## config.mk

```make
export PLATFORM = sky130hd
export DESIGN_NAME = scan_decoder
export DESIGN_NICKNAME = d
export VERILOG_FILES = /design/src/rtl/scan_decoder.sv
export SDC_FILE = /design/constraint.sdc
export NUM_CORES = 1
export LEC_CHECK = 0
export ABC_AREA = 1
export ABC_CLOCK_PERIOD_IN_PS = 1140
export CORE_MARGIN = 2
export CORE_UTILIZATION = 31
export DETAILED_ROUTE_END_ITERATION = 8
export PLACE_DENSITY = 0.8
export SLEW_MARGIN = 40
export SYNTH_ARGS = -nofsm -noshare
export SYNTH_HDL_FRONTEND = slang
export SYNTH_SLANG_ARGS = --single-unit
export TNS_END_PERCENT = 5
```

## constraint.sdc

```tcl
create_clock -name clk -period 1.14 [get_ports clk]
set_clock_uncertainty 0.15 [all_clocks]
set_input_delay 0.228 -clock clk [delete_from_list [all_inputs] [get_ports clk]]
set_output_delay 0.228 -clock clk [all_outputs]
set_load 0.05 [all_outputs]
```

## src/rtl/scan_decoder.sv

```systemverilog
// Registered N-to-2^N one-hot decoder with an optional auto-scan sequencer.
// The scan sequencer and prescaler are built only when SCAN_DECODER_AUTOSCAN_EN is defined.
module scan_decoder #(
  parameter int SEL_W = 3,
  parameter int DIV_W = 16
) (
  input  logic                clk,
  input  logic                rst,
  input  logic                en,
  input  logic                mode,
  input  logic                load,
  input  logic [SEL_W-1:0]    S,
  input  logic [DIV_W-1:0]    div,
  output logic [2**SEL_W-1:0] Out,
  output logic [SEL_W-1:0]    Idx,
  output logic                wrap
);
  localparam int OUT_W = 2**SEL_W;
  localparam logic [OUT_W-1:0] ONE = OUT_W'(1);

  logic [OUT_W-1:0] out_q, out_d;
  logic [SEL_W-1:0] idx_q, idx_d, idx_next;
  logic             wrap_q, wrap_d;

`ifdef SCAN_DECODER_AUTOSCAN_EN
  logic [DIV_W-1:0] pre_q, pre_d;
`else
  wire unused_scan_in = ^{mode, div};
`endif

  always_comb begin
    idx_next = idx_q;
    idx_d    = idx_q;
    out_d    = '0;
    wrap_d   = 1'b0;
`ifdef SCAN_DECODER_AUTOSCAN_EN
    pre_d    = pre_q;
`endif
    if (en) begin
`ifdef SCAN_DECODER_AUTOSCAN_EN
      if (mode) begin
        // >= so that lowering div below the running count steps at once
        if (pre_q >= div) begin
          pre_d    = '0;
          idx_next = idx_q + SEL_W'(1);
          wrap_d   = &idx_q;
        end else begin
          pre_d    = pre_q + DIV_W'(1);
        end
      end else begin
        pre_d = '0;
        if (load) idx_next = S;
      end
`else
      if (load) idx_next = S;
`endif
      idx_d = idx_next;
      out_d = ONE << idx_next;
    end
  end

  always_ff @(posedge clk or posedge rst) begin
    if (rst) begin
      out_q  <= '0;
      idx_q  <= '0;
      wrap_q <= 1'b0;
`ifdef SCAN_DECODER_AUTOSCAN_EN
      pre_q  <= '0;
`endif
    end else begin
      out_q  <= out_d;
      idx_q  <= idx_d;
      wrap_q <= wrap_d;
`ifdef SCAN_DECODER_AUTOSCAN_EN
      pre_q  <= pre_d;
`endif
    end
  end

  assign Out  = out_q;
  assign Idx  = idx_q;
  assign wrap = wrap_q;

endmodule
```

==> results of run 1 <==
-- synth_stat cells, drive strengths merged --
cell / n
dfrtp: 11
nand2: 28
inv: 7
nor2: 8
buf: 1
nand3: 1
conb: 1
-- cell usage in the layout (no fill, tap or decap) --
master / n
buf_12: 12
dfrtp_2: 3
nor2_1: 8
clkbuf_4: 3
conb_1: 1
inv_2: 1
clkbuf_1: 1
nand3_2: 1
nand2_4: 1
inv_1: 6
nand2_1: 23
buf_4: 3
clkdlybuf4s50_1: 5
dlygate4sd2_1: 1
dfrtp_1: 8
nand2_2: 4
-- final cells by class --
cell class	count	area, sq um
sequential	11	279
multi-input combinational	38	166
clock buffer	4	26.3
fill	131	632
timing repair buffer	21	322
tap	16	20.0
inverter	7	26.3
-- report_power, final --
| part | switching, W | leakage, nW | internal (W) | total (W) |
|---|---|---|---|---|
| Clock | 0.000119 | 0.0150 | 0.000135 | 0.000254 |
| Sequential | 0.0000227 | 0.144 | 0.000416 | 0.000438 |
| Combinational | 0.000177 | 0.277 | 0.000151 | 0.000328 |
| Total | 0.000318 | 0.436 | 0.000702 | 0.00102 |
-- sequential cells by signal, indices dropped and copies added, names as in the netlist --
register,flops
Idx,3
Out,8
-- repair_timing --
item,in CTS,in global routing
buffers inserted,3,0
pin swaps,0,2
gates resized for setup,1,2
setup endpoints to repair,22,22
cloned,0,0
-- cells by family after synthesis --
| logic type | Yosys count |
|---|---|
| AND/OR/NAND/NOR | 37 |
| buffers and inverters | 8 |
| flip-flops | 11 |
| other | 1 |
-- layer usage --
layer  track usage, %  vias to the layer above  routed length [um]
li1                 -                      209                   -
met1             14.1                      170                 417
met4             5.45                        0                   6
met5                0                        -                   0
met3             3.83                        2                  53
met2             23.0                       12                 504
-- path summary, 6_finish.rpt --
| path | from | depth (start not counted) | endpoint |
|---|---|---|---|
| max in group asynchronous | rst | 3 | Idx[2] |
| hold reg to reg | Idx[0] | 3 | Idx[0] |
| min in group clk | load | 4 | Out[0] |
| setup reg to reg | Idx[0] | 6 | Out[2] |
| setup / recovery | Idx[1] | 1 | Idx[1] |
| hold / removal | rst | 3 | Out[4] |
-- metrics by stage --
stage / instance area [sq um] / util [%] / total power [W] / worst slack (ps)
6_report: 840 / 57.1 / 0.00102 / -76.8
5_1_grt: 840 / 57.1 / 0.00107 / -104
4_1_cts: 835 / 56.7 / 0.00103 / -87.1
3_5_place_dp: 787 / 53.5 / 0.000755 / -336
3_3_place_gp: 787 / 53.5 / 0.000750 / -311
2_1_floorplan: 474 / - / 0.000596 / 67.3
==> impl_metrics.yaml, run 1 <==
timing:
  fin_crit_ps: 1220
  fin_setup_tns_ps: -602
  fin_ws_ps: -76.8
  max_freq_ghz: 0.822
  holdWs_ps: 135
  slew_violations: 0
  finalSetupViolCount: 12
  hold_violations: 0
  period_share_pct: 107
  rsz0062_at_grt: "yes"
run:
  maxCapViolCount: 0
route:
  drt_pass1_iterations: 4
  finalWirelength_um: 981
  ant_nets: 0
  num_vias: 393
  routed_via_density: 4.05
  drc: 0
  drtIter0Drc: 10
  wire_per_inst_um: 10.1
die:
  die_area_sq_mm: 0.00185
  coreArea_sq_mm: 0.00147
  io_pins: 36
  start_util_pct: 32.0
  fp.dieW_um: 43.0
  fp-row-count: 14
  die_y_um: 43.0
cells_and_area:
  drive_gt1_share_pct: 34.6
  diodes: 0
  final_net_count: 106
  syn_to_final_growth_pct: 78.5
  final_cells: 97
critical_path:
  worst-path-max-fanout: 2
  max_stage_delay_ps: 430
  ff2ff_setup_slack_ps: -10
  required_ps: 760
  critical_path_arrival_ps: 840
  cp_top_family: "flip-flops"
  end_kind: "output port"
  start_kind: "flop"
  timing_worst_setup_path_type: "reg -> out"
  crit_path_top_delay_cell: "dfrtp_2"
  crit_buf_inv: 1
  crit_chain: "buf_12"
cts:
  ctsHoldBuffers: 0
  worstSkewPairLatency_ps: 260
  tritoncts: "done"
  numCtsBuffers: 3
  ctsHtreeMaxLevel: 1
  clk_pin_slew_worst_paths_ps: 70
  clock-sinks: 11
  clock_path_buffers: 2
  root_buffer: "clkbuf_4"
placement:
  place_hpwl_um: 770
  io_buffers: 17
  post-place-cells: 90
  gp_congestion: 0.766
synthesis:
  synth_mux_area_share_pct: 0
  synthTopCellsByArea: "dfrtp_1 (59%), nand2_1 (20%), nor2_1 (6.4%), inv_1 (4.8%), nand2_2 (2.7%)"
  synth_nets: 81
  synth_top_cell_area_share_pct: 58.5
  ys_seq_area_share_pct: 58.5
  ys_types: 10
  synth-seq-cells: 11
  yosys_warnings: 0
  synthAdderAreaFrac_pct: 0
  synth_top_area_cell: "dfrtp_1"
  synth_top_family_by_area: "simple AND/OR/NAND/NOR gates"
  synth_compound_area_share_pct: 0
  netlist_area_sq_um: 470
  avgSynthCellArea_sq_um: 8.25
  yosys.area_share.simple_pct: 33.5
  synth_cells: 57
  synth-xor-area-share_pct: 0
power_and_ir_drop:
  vdd_ir_drop_max_mv: 0.655
  power_density_mw_per_mm2: 1220
  leakage_nw: 0.436
global_route:
  grt_pass1_vias: 427
  grt_use_total_pct: 12.9
  antenna_found_initial: 0
  grt_pass1_wl_um: 1730
  grt_start_max_net_pins: 12
  grt-ovfl-total: 0
run_status:
  failed_checks: "negative setup slack"
  outcome: "finished, violations left"
min_path:
  hold_class: "in -> async"
Power figures use the tool's default switching activity.
==> run 2: changes to the inputs <==
- CORE_UTILIZATION: 31 -> 35
- DONT_BUFFER_PORTS: unset -> 1
- PLACE_DENSITY: 0.8 -> 0.54
==> impl_metrics.yaml, run 2 (synthesized netlist as in run 1, its figures left out) <==
timing:
  max_freq_ghz: 0.834
  slew_violations: 0
  period_share_pct: 105
  fin_setup_tns_ps: -344
  fin_crit_ps: 1200
  finalSetupViolCount: 11
  hold_violations: 0
  rsz0062_at_grt: "yes"
  fin_ws_ps: -58.7
cts:
  root_buffer: "clkbuf_4"
  worstSkewPairLatency_ps: 260
  ctsHtreeMaxLevel: 1
  clk_pin_slew_worst_paths_ps: 70
  clock-sinks: 11
  clock_path_buffers: 2
  numCtsBuffers: 3
  tritoncts: "done"
die:
  start_util_pct: 36.6
  fp-row-count: 13
  fp.dieW_um: 40.7
  die_y_um: 40.7
  coreArea_sq_mm: 0.00128
  io_pins: 36
  die_area_sq_mm: 0.00165
global_route:
  grt-ovfl-total: 0
  grt_pass1_wl_um: 1350
  grt_start_max_net_pins: 12
  antenna_found_initial: 0
  grt_pass1_vias: 371
  grt_use_total_pct: 13.2
cells_and_area:
  drive_gt1_share_pct: 34.2
  multiInputGateArea_sq_um: 164
  most-common-layout-cells: "nand2_1 (24), buf_6 (10), dfrtp_1 (8), nor2_1 (8), inv_1 (6)"
  seq_area_sq_um: 279
  finish.instance_area_sq_um: 692
  final_common_cell: "nand2_1"
  syn_to_final_growth_pct: 47.1
  fill_cells: 125
  diodes: 0
  final_net_count: 101
  largest_register_ff_count: 8
route:
  drtIter0Drc: 7
  num_vias: 390
  met2RoutedLength_um: 503
  routed_via_density: 4.29
  met3_length_um: 60
  finalWirelength_um: 883
  drc: 0
  wire_per_inst_um: 9.70
  ant_nets: 0
  drt_pass1_iterations: 3
  highest_layer: "met3"
  wl_met1_um: 318
critical_path:
  timing_worst_setup_path_type: "reg -> out"
  max_stage_delay_ps: 410
  start_kind: "flop"
  ff2ff_setup_slack_ps: 30
  end_kind: "output port"
  r2r-end: "Out[1]"
  crit_path_top_delay_cell: "dfrtp_2"
  critical_path_arrival_ps: 820
  cp_top_family: "flip-flops"
  reg2regPathDepth: 5
  required_ps: 760
  r2r_start: "Idx[0]"
  worst-path-max-fanout: 2
  crit_buf_inv: 1
  crit_chain: "buf_6"
placement:
  place_hpwl_um: 618
  post-place-ws_ps: 144
  dpl_cell_area_sq_um: 581
  gp_congestion: 0.807
  io_buffers: 0
min_path:
  hold_end: "Out[2]"
  holdCritStartpoint: "load"
  hold_class: "in -> reg"
  holdPathStages: 3
power_and_ir_drop:
  leakage_nw: 0.396
  total_power_w: 0.000943
  vdd_ir_drop_max_mv: 0.612
  power_density_mw_per_mm2: 1360
run_status:
  failed_checks: "negative setup slack"
  outcome: "finished, violations left"
run:
  maxCapViolCount: 0
run 2: cell count changes in the layout (fill, tap and decap cells not counted), sizes merged:
cell / change
clkdlybuf4s50: -5
buf: -1
dlygate4sd2: -1
dlygate4sd3: +1
dlymetal6s4s: +1
run 2: per-layer routing:
metal	track usage, %	vias to the layer above
met2	21.4	12
met1	13.7	176
met4	10.0	0
li1	-	202
met3	4.89	0
met5	0	-
run 2: metrics by stage:
stage          hold slack, ps  std cells  util, %
5_1_grt                  59.0         91     53.8
2_1_floorplan           -69.8         57        -
6_report                 57.7         91     53.8
3_5_place_dp            -22.6         82     45.2
3_3_place_gp            -28.9         82     45.2
4_1_cts                  35.8         91     53.5
run 2: worst max path at each step:
stage | endpoint | cells past startpoint | slack, ps | from
CTS | Idx[0] | 1 | -70 | Idx[0]
floorplan | Idx[2] | 4 | 70 | Idx[2]
global route | Idx[2] | 1 | -90 | Idx[2]
finish | Idx[0] | 1 | -60 | Idx[0]
global placement | Idx[2] | 3 | 150 | Idx[2]
detailed placement | Idx[2] | 3 | 140 | Idx[2]
run 2: worst reg2reg max path: cells and delay by family (launching register included):
family / cells / cell delay [ps]
flip-flops: 1 / 410
AND/OR/NAND/NOR: 4 / 310
buffers and inverters: 1 / 130
run 2: report_power, final:
group / total (W) / switching, W / leakage (nW) / internal, W
logic: 0.000260 / 0.000169 / 0.237 / 0.0000913
clock network: 0.000256 / 0.000121 / 0.0150 / 0.000135
registers: 0.000428 / 0.0000126 / 0.144 / 0.000415
total: 0.000943 / 0.000302 / 0.396 / 0.000641
run 2: cell type report:
class                           instances  share of cell area, %
Tap cell                               15                   2.71
Inverter                                7                   3.80
Sequential cell                        11                   40.3
Clock buffer                            4                   3.80
Multi-Input combinational cell         38                   23.7
Timing Repair Buffer                   16                   25.7
run 2: timing repair:
action | CTS | global route
setup buffers | 3 | 0
pin swaps | 0 | 1
endpoints found under the setup margin | 11 | 22
endpoints found under the hold margin | 22 | 0
gates resized for setup | 10 | 2
hold buffers | 2 | 0
==> run 3: changes to the inputs <==
- PLACE_DENSITY: 0.54 -> unset
- RECOVER_POWER: unset -> 50
- SLEW_MARGIN: 40 -> unset
==> impl_metrics.yaml, run 3 (synthesized netlist as in run 1, its figures left out) <==
timing:
  hold_violations: 0
  rsz0062_at_grt: "yes"
  period_share_pct: 107
  holdWs_ps: 31.4
  max_freq_ghz: 0.822
  slew_violations: 0
  fin_crit_ps: 1220
  finalSetupViolCount: 11
  fin_ws_ps: -76.0
die:
  die_area_sq_mm: 0.00165
  coreArea_sq_mm: 0.00128
  fp.dieW_um: 40.7
  die_y_um: 40.7
  fp-row-count: 13
  io_pins: 36
  start_util_pct: 36.6
cells_and_area:
  diodes: 0
  syn_to_final_growth_pct: 41.5
  most-common-layout-cells: "nand2_1 (25), buf_6 (11), dfrtp_1 (8), nor2_1 (8), inv_1 (6)"
  drive_gt1_share_pct: 31.1
  final_net_count: 99
  final_common_cell: "nand2_1"
  largest_register_ff_count: 8
  final_cells: 89
  fill_cells: 135
power_and_ir_drop:
  leakage_nw: 0.384
  power_density_mw_per_mm2: 1390
  vdd_ir_drop_max_mv: 0.603
run_status:
  failed_checks: "negative setup slack"
  outcome: "finished, violations left"
critical_path:
  worstSetupPathDepth: 1
  r2r_start: "Idx[2]"
  reg2regPathDepth: 5
  crit_path_top_delay_cell: "dfrtp_2"
  worst-path-max-fanout: 3
  crit_buf_inv: 1
  cp_top_family: "flip-flops"
  required_ps: 760
  max_stage_delay_ps: 420
  start_kind: "flop"
  crit_chain: "buf_6"
  critical_path_arrival_ps: 840
  end_kind: "output port"
  ff2ff_setup_slack_ps: 50
  r2r-end: "Idx[2]"
  timing_worst_setup_path_type: "reg -> out"
route:
  finalWirelength_um: 788
  drtIter0Drc: 2
  drt_pass1_iterations: 2
  drc: 0
  routed_via_density: 4.24
  wire_per_inst_um: 8.85
  num_vias: 377
  ant_nets: 0
cts:
  ctsHtreeMaxLevel: 1
  tritoncts: "done"
  clock_path_buffers: 2
  worstSkewPairLatency_ps: 260
  numCtsBuffers: 3
  root_buffer: "clkbuf_4"
  clock-sinks: 11
  clk_pin_slew_worst_paths_ps: 70
global_route:
  grt_pass1_wl_um: 1230
  grt_pass1_vias: 306
  antenna_found_initial: 0
  grt_use_total_pct: 12.1
  grt-ovfl-total: 0
  grt_start_max_net_pins: 12
placement:
  post-place-ws_ps: 144
  io_buffers: 0
  gp_congestion: 0.833
  place_hpwl_um: 634
  post-place-cells: 82
min_path:
  holdPathStages: 3
  hold_class: "in -> reg"
  hold_end: "Out[3]"
  holdCritStartpoint: "load"
run:
  maxCapViolCount: 0
## run 3: cell count changes in the layout (fill, tap and decap cells not counted)
cell	before	now
buf_12	1	0
buf_4	3	1
buf_6	10	11
nand2_1	24	25
nand2_2	3	2
## run 3: final cells by class
class / instances / area (sq um) / area share, %
clock buffer: 4 / 26.3 / 3.95
inverter: 7 / 26.3 / 3.95
multi-input combinational: 38 / 161 / 24.2
sequential: 11 / 279 / 41.9
tap: 15 / 18.8 / 2.82
timing repair buffer: 14 / 154 / 23.1
## run 3: report_power, final
part | leakage [nW] | internal [W] | switching [W]
combinational | 0.225 | 0.0000793 | 0.000160
sequential | 0.144 | 0.000415 | 0.0000145
clock | 0.0150 | 0.000135 | 0.000120
## run 3: worst max-delay path by stage
stage | slack (ps) | end | start
finish | -80 | Idx[1] | Idx[1]
floorplan | 70 | Idx[2] | Idx[2]
detailed placement | 140 | Idx[2] | Idx[2]
CTS | -90 | Idx[0] | Idx[0]
global route | -110 | Idx[1] | Idx[1]
global placement | 150 | Idx[2] | Idx[2]
## run 3: worst min-delay path, delay by kind of cell
kind,cells,cell delay (ps)
simple gates,3,190
## run 3: through the flow
step	setup TNS, ps	total power (W)	util [%]	cell area [sq um]
global placement	0	0.000642	44.2	568
CTS	-496	0.000941	51.6	663
finish	-347	0.000923	51.8	666
detailed placement	0	0.000645	44.2	568
global route	-638	0.000971	51.8	666
floorplan	0	0.000596	-	474
## run 3: timing repair
action	in CTS	in global routing
endpoints found under the hold margin	22	0
gates resized for setup	11	1
pin swaps	0	0
buffers inserted	1	0
hold buffers	2	0
setup endpoints to repair	11	13
## run 3: per-layer routing
layer / vias to the layer above / track usage, % / wire length, um
met5: - / 0 / 0
met4: 0 / 10.0 / 0
met3: 0 / 3.80 / 58
met2: 14 / 18.3 / 379
met1: 164 / 14.0 / 350
li1: 199 / - / -
